===== config.mk =====
export PLATFORM = sky130hd
export DESIGN_NAME = dcache_ctrl_flat
export DESIGN_NICKNAME = d
export VERILOG_FILES = /design/src/rtl/dcache_pkg.sv /design/src/rtl/dcache_ctrl_if.sv /design/src/rtl/dcache_array.sv /design/src/rtl/dcache_ctrl.sv /design/src/flat_wrapper.sv
export SDC_FILE = /design/constraint.sdc
export NUM_CORES = 2
export LEC_CHECK = 0
export CAP_MARGIN = 20
export CORE_MARGIN = 3
export CORE_UTILIZATION = 54
export CTS_CLUSTER_DIAMETER = 50
export CTS_CLUSTER_SIZE = 25
export DETAILED_ROUTE_END_ITERATION = 10
export PLACE_DENSITY = 0.79
export SKIP_CTS_REPAIR_TIMING = 1
export SLEW_MARGIN = 0
export SYNTH_ARGS = -nofsm -noshare
export SYNTH_HDL_FRONTEND = slang
export SYNTH_SLANG_ARGS = --single-unit

===== constraint.sdc =====
create_clock -name clk -period 16.3 [get_ports clk]
set_input_delay 3.26 -clock clk [delete_from_list [all_inputs] [get_ports clk]]
set_output_delay 3.26 -clock clk [all_outputs]
set_load 0.05 [all_outputs]

===== src/rtl/dcache_pkg.sv =====
// Shared sizing constants and FSM state encoding for the direct-mapped data cache.
// Geometry defaults to 16 lines x 4 words on a 22-bit word address.
package dcache_pkg;
    localparam int ADDR_W   = 22;
    localparam int DATA_W   = 32;
    localparam int LINES    = 16;
    localparam int WORDS    = 4;
    localparam int INDEX_W  = $clog2(LINES);
    localparam int OFFSET_W = $clog2(WORDS);
    localparam int TAG_W    = ADDR_W - INDEX_W - OFFSET_W;

    typedef enum logic [1:0] {
        IDLE  = 2'd0,
        FILL  = 2'd1,
        WRITE = 2'd2,
        DONE  = 2'd3
    } state_t;
endpackage


===== src/rtl/dcache_ctrl_if.sv =====
// Pipeline-side load/store port plus backing-memory request port of the data cache.
// slave is the cache's view; master is the pipeline/memory environment's view.
interface dcache_ctrl_if;
    import dcache_pkg::*;

    logic              re;
    logic              we;
    logic [ADDR_W-1:0] addr;
    logic [DATA_W-1:0] wdata;
    logic [DATA_W-1:0] rdata;
    logic              cache_hit;
    logic              stall;
    logic              mem_req;
    logic              mem_we;
    logic [ADDR_W-1:0] mem_addr;
    logic [DATA_W-1:0] mem_wdata;
    logic              mem_ack;
    logic [DATA_W-1:0] mem_rdata;

    modport slave (
        input  re, we, addr, wdata, mem_ack, mem_rdata,
        output rdata, cache_hit, stall, mem_req, mem_we, mem_addr, mem_wdata
    );

    modport master (
        output re, we, addr, wdata, mem_ack, mem_rdata,
        input  rdata, cache_hit, stall, mem_req, mem_we, mem_addr, mem_wdata
    );
endinterface


===== src/rtl/dcache_array.sv =====
// Tag/valid/data storage: combinational lookup, synchronous word/tag write, valid clear.
// No handshake; the controller qualifies every write.
module dcache_array import dcache_pkg::*; #(
    parameter int LINES = dcache_pkg::LINES,
    parameter int WORDS = dcache_pkg::WORDS,
    parameter int TAG_W = dcache_pkg::TAG_W
) (
    input  logic                     clk,
    input  logic                     clr,
    input  logic [$clog2(LINES)-1:0] index,
    input  logic [$clog2(WORDS)-1:0] offset,
    input  logic [TAG_W-1:0]         tag,
    output logic                     hit,
    output logic [DATA_W-1:0]        rdata,
    input  logic                     wr_en,
    input  logic [$clog2(WORDS)-1:0] wr_offset,
    input  logic [DATA_W-1:0]        wr_data,
    input  logic                     tag_we
);
    logic [TAG_W-1:0]  tags  [LINES];
    logic [DATA_W-1:0] data  [LINES][WORDS];
    logic [LINES-1:0]  valid;

    // Clear wins over a same-cycle line install so an abandoned fill never becomes valid.
    always_ff @(posedge clk) begin
        if (clr) begin
            valid <= '0;
        end else if (tag_we) begin
            valid[index] <= 1'b1;
        end
    end

    always_ff @(posedge clk) begin
        if (tag_we) begin
            tags[index] <= tag;
        end
        if (wr_en) begin
            data[index][wr_offset] <= wr_data;
        end
    end

    assign hit   = valid[index] && (tags[index] == tag);
    assign rdata = data[index][offset];
endmodule


===== src/rtl/dcache_ctrl.sv =====
// Write-through, no-write-allocate direct-mapped data cache controller.
// Hits return same cycle; misses/stores hold stall until memory acks, then one DONE cycle.
module dcache_ctrl import dcache_pkg::*; #(
    parameter int LINES = dcache_pkg::LINES,
    parameter int WORDS = dcache_pkg::WORDS
) (
    input  logic        clk,
    input  logic        rst_n,
    dcache_ctrl_if.slave bus
);
    localparam int IX_W = $clog2(LINES);
    localparam int OF_W = $clog2(WORDS);
    localparam int TG_W = ADDR_W - IX_W - OF_W;

    state_t              state;
    logic [OF_W-1:0]     cnt;
    logic [TG_W-1:0]     tag;
    logic [IX_W-1:0]     index;
    logic [OF_W-1:0]     offset;
    logic                hit;
    logic                fill_ack;
    logic                write_ack;
    logic                last;
    logic                wr_en;
    logic [OF_W-1:0]     wr_offset;
    logic [DATA_W-1:0]   wr_data;
    logic                tag_we;

    assign tag    = bus.addr[ADDR_W-1 -: TG_W];
    assign index  = bus.addr[OF_W +: IX_W];
    assign offset = bus.addr[OF_W-1:0];

    // mem_req is always high in FILL/WRITE, so ack is only honoured there.
    assign fill_ack  = (state == FILL)  && bus.mem_ack;
    assign write_ack = (state == WRITE) && bus.mem_ack;
    assign last      = (cnt == OF_W'(WORDS - 1));

    assign wr_en     = rst_n && (fill_ack || (write_ack && hit));
    assign wr_offset = (state == FILL) ? cnt : offset;
    assign wr_data   = (state == FILL) ? bus.mem_rdata : bus.wdata;
    assign tag_we    = rst_n && fill_ack && last;

    dcache_array #(
        .LINES (LINES),
        .WORDS (WORDS),
        .TAG_W (TG_W)
    ) u_array (
        .clk       (clk),
        .clr       (!rst_n),
        .index     (index),
        .offset    (offset),
        .tag       (tag),
        .hit       (hit),
        .rdata     (bus.rdata),
        .wr_en     (wr_en),
        .wr_offset (wr_offset),
        .wr_data   (wr_data),
        .tag_we    (tag_we)
    );

    assign bus.cache_hit = hit;
    assign bus.stall     = (state == FILL) || (state == WRITE) ||
                           ((state == IDLE) && (bus.we || (bus.re && !hit)));

    always_ff @(posedge clk) begin
        if (!rst_n) begin
            state         <= IDLE;
            cnt           <= '0;
            bus.mem_req   <= 1'b0;
            bus.mem_we    <= 1'b0;
            bus.mem_addr  <= '0;
            bus.mem_wdata <= '0;
        end else begin
            case (state)
                IDLE: begin
                    if (bus.we) begin
                        state         <= WRITE;
                        bus.mem_req   <= 1'b1;
                        bus.mem_we    <= 1'b1;
                        bus.mem_addr  <= bus.addr;
                        bus.mem_wdata <= bus.wdata;
                    end else if (bus.re && !hit) begin
                        state        <= FILL;
                        cnt          <= '0;
                        bus.mem_req  <= 1'b1;
                        bus.mem_we   <= 1'b0;
                        bus.mem_addr <= {tag, index, {OF_W{1'b0}}};
                    end
                end
                FILL: begin
                    if (bus.mem_ack) begin
                        if (last) begin
                            state       <= DONE;
                            bus.mem_req <= 1'b0;
                        end else begin
                            cnt          <= cnt + 1'b1;
                            bus.mem_addr <= {tag, index, cnt + 1'b1};
                        end
                    end
                end
                WRITE: begin
                    if (bus.mem_ack) begin
                        state       <= DONE;
                        bus.mem_req <= 1'b0;
                        bus.mem_we  <= 1'b0;
                    end
                end
                DONE: begin
                    state <= IDLE;
                end
                default: begin
                    state <= IDLE;
                end
            endcase
        end
    end
endmodule


===== src/flat_wrapper.sv =====
// flat-port wrapper written by rule: the top's interface ports become plain ports
module dcache_ctrl_flat import dcache_pkg::*;
#(
    parameter int LINES = dcache_pkg::LINES,
    parameter int WORDS = dcache_pkg::WORDS
)
  (clk, rst_n, bus_re, bus_we, bus_addr, bus_wdata, bus_mem_ack, bus_mem_rdata, bus_rdata, bus_cache_hit, bus_stall, bus_mem_req, bus_mem_we, bus_mem_addr, bus_mem_wdata);
  dcache_ctrl_if bus_i ();
  input  logic clk;
  input  logic rst_n;
  input wire logic [$bits(bus_i.re)-1:0] bus_re;
  input wire logic [$bits(bus_i.we)-1:0] bus_we;
  input wire logic [$bits(bus_i.addr)-1:0] bus_addr;
  input wire logic [$bits(bus_i.wdata)-1:0] bus_wdata;
  input wire logic [$bits(bus_i.mem_ack)-1:0] bus_mem_ack;
  input wire logic [$bits(bus_i.mem_rdata)-1:0] bus_mem_rdata;
  output wire logic [$bits(bus_i.rdata)-1:0] bus_rdata;
  output wire logic [$bits(bus_i.cache_hit)-1:0] bus_cache_hit;
  output wire logic [$bits(bus_i.stall)-1:0] bus_stall;
  output wire logic [$bits(bus_i.mem_req)-1:0] bus_mem_req;
  output wire logic [$bits(bus_i.mem_we)-1:0] bus_mem_we;
  output wire logic [$bits(bus_i.mem_addr)-1:0] bus_mem_addr;
  output wire logic [$bits(bus_i.mem_wdata)-1:0] bus_mem_wdata;
  assign bus_i.re = bus_re;
  assign bus_i.we = bus_we;
  assign bus_i.addr = bus_addr;
  assign bus_i.wdata = bus_wdata;
  assign bus_i.mem_ack = bus_mem_ack;
  assign bus_i.mem_rdata = bus_mem_rdata;
  assign bus_rdata = bus_i.rdata;
  assign bus_cache_hit = bus_i.cache_hit;
  assign bus_stall = bus_i.stall;
  assign bus_mem_req = bus_i.mem_req;
  assign bus_mem_we = bus_i.mem_we;
  assign bus_mem_addr = bus_i.mem_addr;
  assign bus_mem_wdata = bus_i.mem_wdata;
  dcache_ctrl #(.LINES(LINES), .WORDS(WORDS)) u_core (.clk(clk), .rst_n(rst_n), .bus(bus_i));
endmodule

==> results.sh <==
export IMPL_die_height_um=418
export IMPL_antenna_found_initial=10
export IMPL_worst_setup_path_end_kind="output pin"
export IMPL_cts_sinks=2380
export IMPL_finalMaxSlewViolations=0
export IMPL_utilization_pct=61.1
export IMPL_clock_skew_ns=0.0537
export IMPL_core_um2=168000
export IMPL_timing_final_hold_violations=0
export IMPL_worst_pin_slew_ns=1.26
export IMPL_dieWidth_um=418
export IMPL_cp_common_cell="mux4_2"
export IMPL_layoutNonFillerInstCount=6516
export IMPL_multi_input_area_um2=20300
export IMPL_seq_area_frac_synth_pct=77.2
export IMPL_synthesis_nets=3987
export IMPL_ff_latch_area_um2=70700
export IMPL_globalplace_congestion=0.833
export IMPL_max_stage_delay_ns=0.90
export IMPL_htreeDepth=4
export IMPL_path_buf_inv=4
export IMPL_hold_class="flip-flop to flip-flop"
export IMPL_area_delta_synth_final_pct=12.0
export IMPL_clk_latency_ns=0.85
export IMPL_routed_wl_mm=247
export IMPL_post_drt_via_cell_ratio=7.00
export IMPL_dieArea_um2=175000
export IMPL_crit_family="buffers and inverters"
export IMPL_ys_warn_count=0
export IMPL_power_density_nw_per_um2=125
export IMPL_grt_start_max_net_pins=149
export IMPL_cap_violations=0
export IMPL_arrival_ns=8.15
export IMPL_finalSetupTns_ns=0
export IMPL_critical_path_class="primary input to output pin"
export IMPL_p_leak_nw=31.6
export IMPL_syn_cell_area_um2=91600
export IMPL_relSlewSlack_pct=15.7
export IMPL_period_share_pct=70.0
export IMPL_syn_inst=3892
export IMPL_drc=0
export IMPL_drt_iter0_markers=7518
export IMPL_start_util_pct=54.6
export IMPL_clockBufferDepth=3
export IMPL_detail_route_wl_per_cell_um=37.9
export IMPL_port_buffers=180
export IMPL_numCtsBuffers=152
export IMPL_fin_crit_ns=11.41
export IMPL_setup_ws_ns=4.89
export IMPL_cts_root_buf="clkbuf_16"
export IMPL_antenna_left=0
export IMPL_path_max_fanout=84
export IMPL_rsz0062_at_grt="false"
export IMPL_crit_chain="buf_8, buf_4, buf_4, mux4_2, mux4_2, mux4_2, clkdlybuf4s50_1"
export IMPL_placedCellCount=6221
export IMPL_fillers=10812
export IMPL_ios=181
export IMPL_ys_flop_type="edfxtp_1"
export IMPL_pre_cts_slack_ns=4.78
export IMPL_dr_pass1_iters=7
export IMPL_cts_tree="built"
export IMPL_finalPower_w=0.0128
export IMPL_grt_pass1_vias=46026
export IMPL_dp_hpwl_mm=126
export IMPL_status="finished clean"
export IMPL_drive_gt1_share_pct=30.6
export IMPL_grt_pass1_wl_mm=345
export IMPL_synth_edff_count=2304
export IMPL_fmax_mhz=87.6
export IMPL_async_reset_ff_share_pct=0
export IMPL_core_rowCount=150
export IMPL_synth_cell_types=66
export IMPL_ys_ff_latch=2380
export IMPL_path_clk_slew_ns=0.06
export IMPL_ir_drop_uv=123
export IMPL_cp_required_ns=13.04
export IMPL_cp_start_kind="primary input"
export IMPL_setup_viol=0
export IMPL_final_nets=4283
export IMPL_avgSynthCellArea_um2=23.5
export IMPL_cp_slowest_cell="buf_4"
export IMPL_grt_usage_pct=28.3
export IMPL_overflow=0
export IMPL_num_vias=45605
flip-flops by register name, indices dropped and copies added, names as in the netlist:
register	cells
u_core.cnt	2
u_core.bus.mem_wdata	32
u_core.bus.mem_addr	22
u_core.bus.mem_req	1
u_core.state	2
u_core.u_array.data	2048
u_core.u_array.tags	256
u_core.bus.mem_we	1
u_core.u_array.valid	16
synthesized netlist by cell type (5+ instances only):
master	count	share of area [%]
a22oi_1	5	0.041
o22ai_1	7	0.048
a21oi_1	39	0.21
nand2b_1	6	0.041
buf_1	38	0.16
nand3_1	7	0.038
a31oi_1	9	0.061
mux4_2	731	18
mux2_2	43	0.53
clkbuf_1	139	0.57
nor3_1	68	0.37
buf_4	5	0.041
buf_6	9	0.11
inv_1	14	0.057
nand2_1	150	0.61
nor2_1	68	0.28
xor2_1	9	0.086
buf_2	24	0.13
mux2i_1	59	0.64
xnor2_1	5	0.048
edfxtp_1	2304	76
o21ai_0	8	0.044
nor2b_1	7	0.048
dfxtp_1	76	1.7
stage by stage:
stage	area [um^2]	hold WS, ns
final	103000	0.453
after floorplan	91600	0.435
after global routing	103000	0.470
after global placement	96800	0.442
after CTS	102000	0.455
after detailed placement	96900	0.446
worst min-delay path, cell delays in order, from the launching register on:
cell and delay (ns):
dfxtp_1 0.31, nand2_1 0.05, a21oi_1 0.05
routing by layer:
layer / vias up / part of all wire (%) / track usage (%)
met5: - / 0.011 / 0
met4: 4 / 5.5 / 14.5
met3: 678 / 12 / 6.74
met2: 3975 / 49 / 44.9
met1: 23783 / 33 / 37.2
li1: 17165 / - / -
worst paths after layout:
check | slack, ns | cells after the start | start | end
worst max-delay path | 4.89 | 7 | bus_addr[3] | bus_rdata[16]
worst min-delay path | 0.45 | 2 | u_core.bus.mem_wdata[29] | u_core.bus.mem_wdata[29]
worst max register to register | 10.80 | 12 | u_core.u_array.tags[14][1] | u_core.u_array.data[14][88]
worst min register to register | 0.45 | 2 | u_core.bus.mem_wdata[29] | u_core.bus.mem_wdata[29]
placed cells by master, fill, tap and decap left out, types with 17 or more instances in the layout:
cell	synthesis	final
a21oi_1	39	39
buf_12	0	17
buf_4	5	158
clkbuf_16	0	156
clkdlybuf4s50_1	0	173
clkinv_8	0	18
dfxtp_1	76	76
edfxtp_1	2304	2304
inv_6	0	22
inv_8	0	19
mux2_2	43	43
mux2i_1	59	59
mux4_2	731	731
nand2_1	150	150
nor2_1	68	51
nor2_2	0	17
nor3_2	3	61
cell type report:
cell class | count | area share [%]
antenna | 5 | 0.0122
clock buffer | 164 | 3.86
clock inverter | 109 | 1.29
inverter | 15 | 0.0549
multi-input combinational | 1281 | 19.8
sequential | 2380 | 69.0
tap | 2204 | 2.69
timing repair buffer | 358 | 3.35
cells by family after synthesis:
family,Yosys count,synth area share [%]
flip-flops,2380,77.2
AND/OR/NAND/NOR,325,1.58
AO/OA/AOI/OAI,105,0.782
adder cells (fa/ha/maj),4,0.0547
XOR/XNOR,14,0.134
buffers and inverters,231,1.08
multiplexers,833,19.2
report_power, final:
group	switching (W)	leakage [nW]	internal (W)
logic	0.00106	7.68	0.000455
clock network	0.00220	2.57	0.00200
registers	0.0000260	21.3	0.00710
total	0.00329	31.6	0.00956
(Power assumes the default switching activity.)
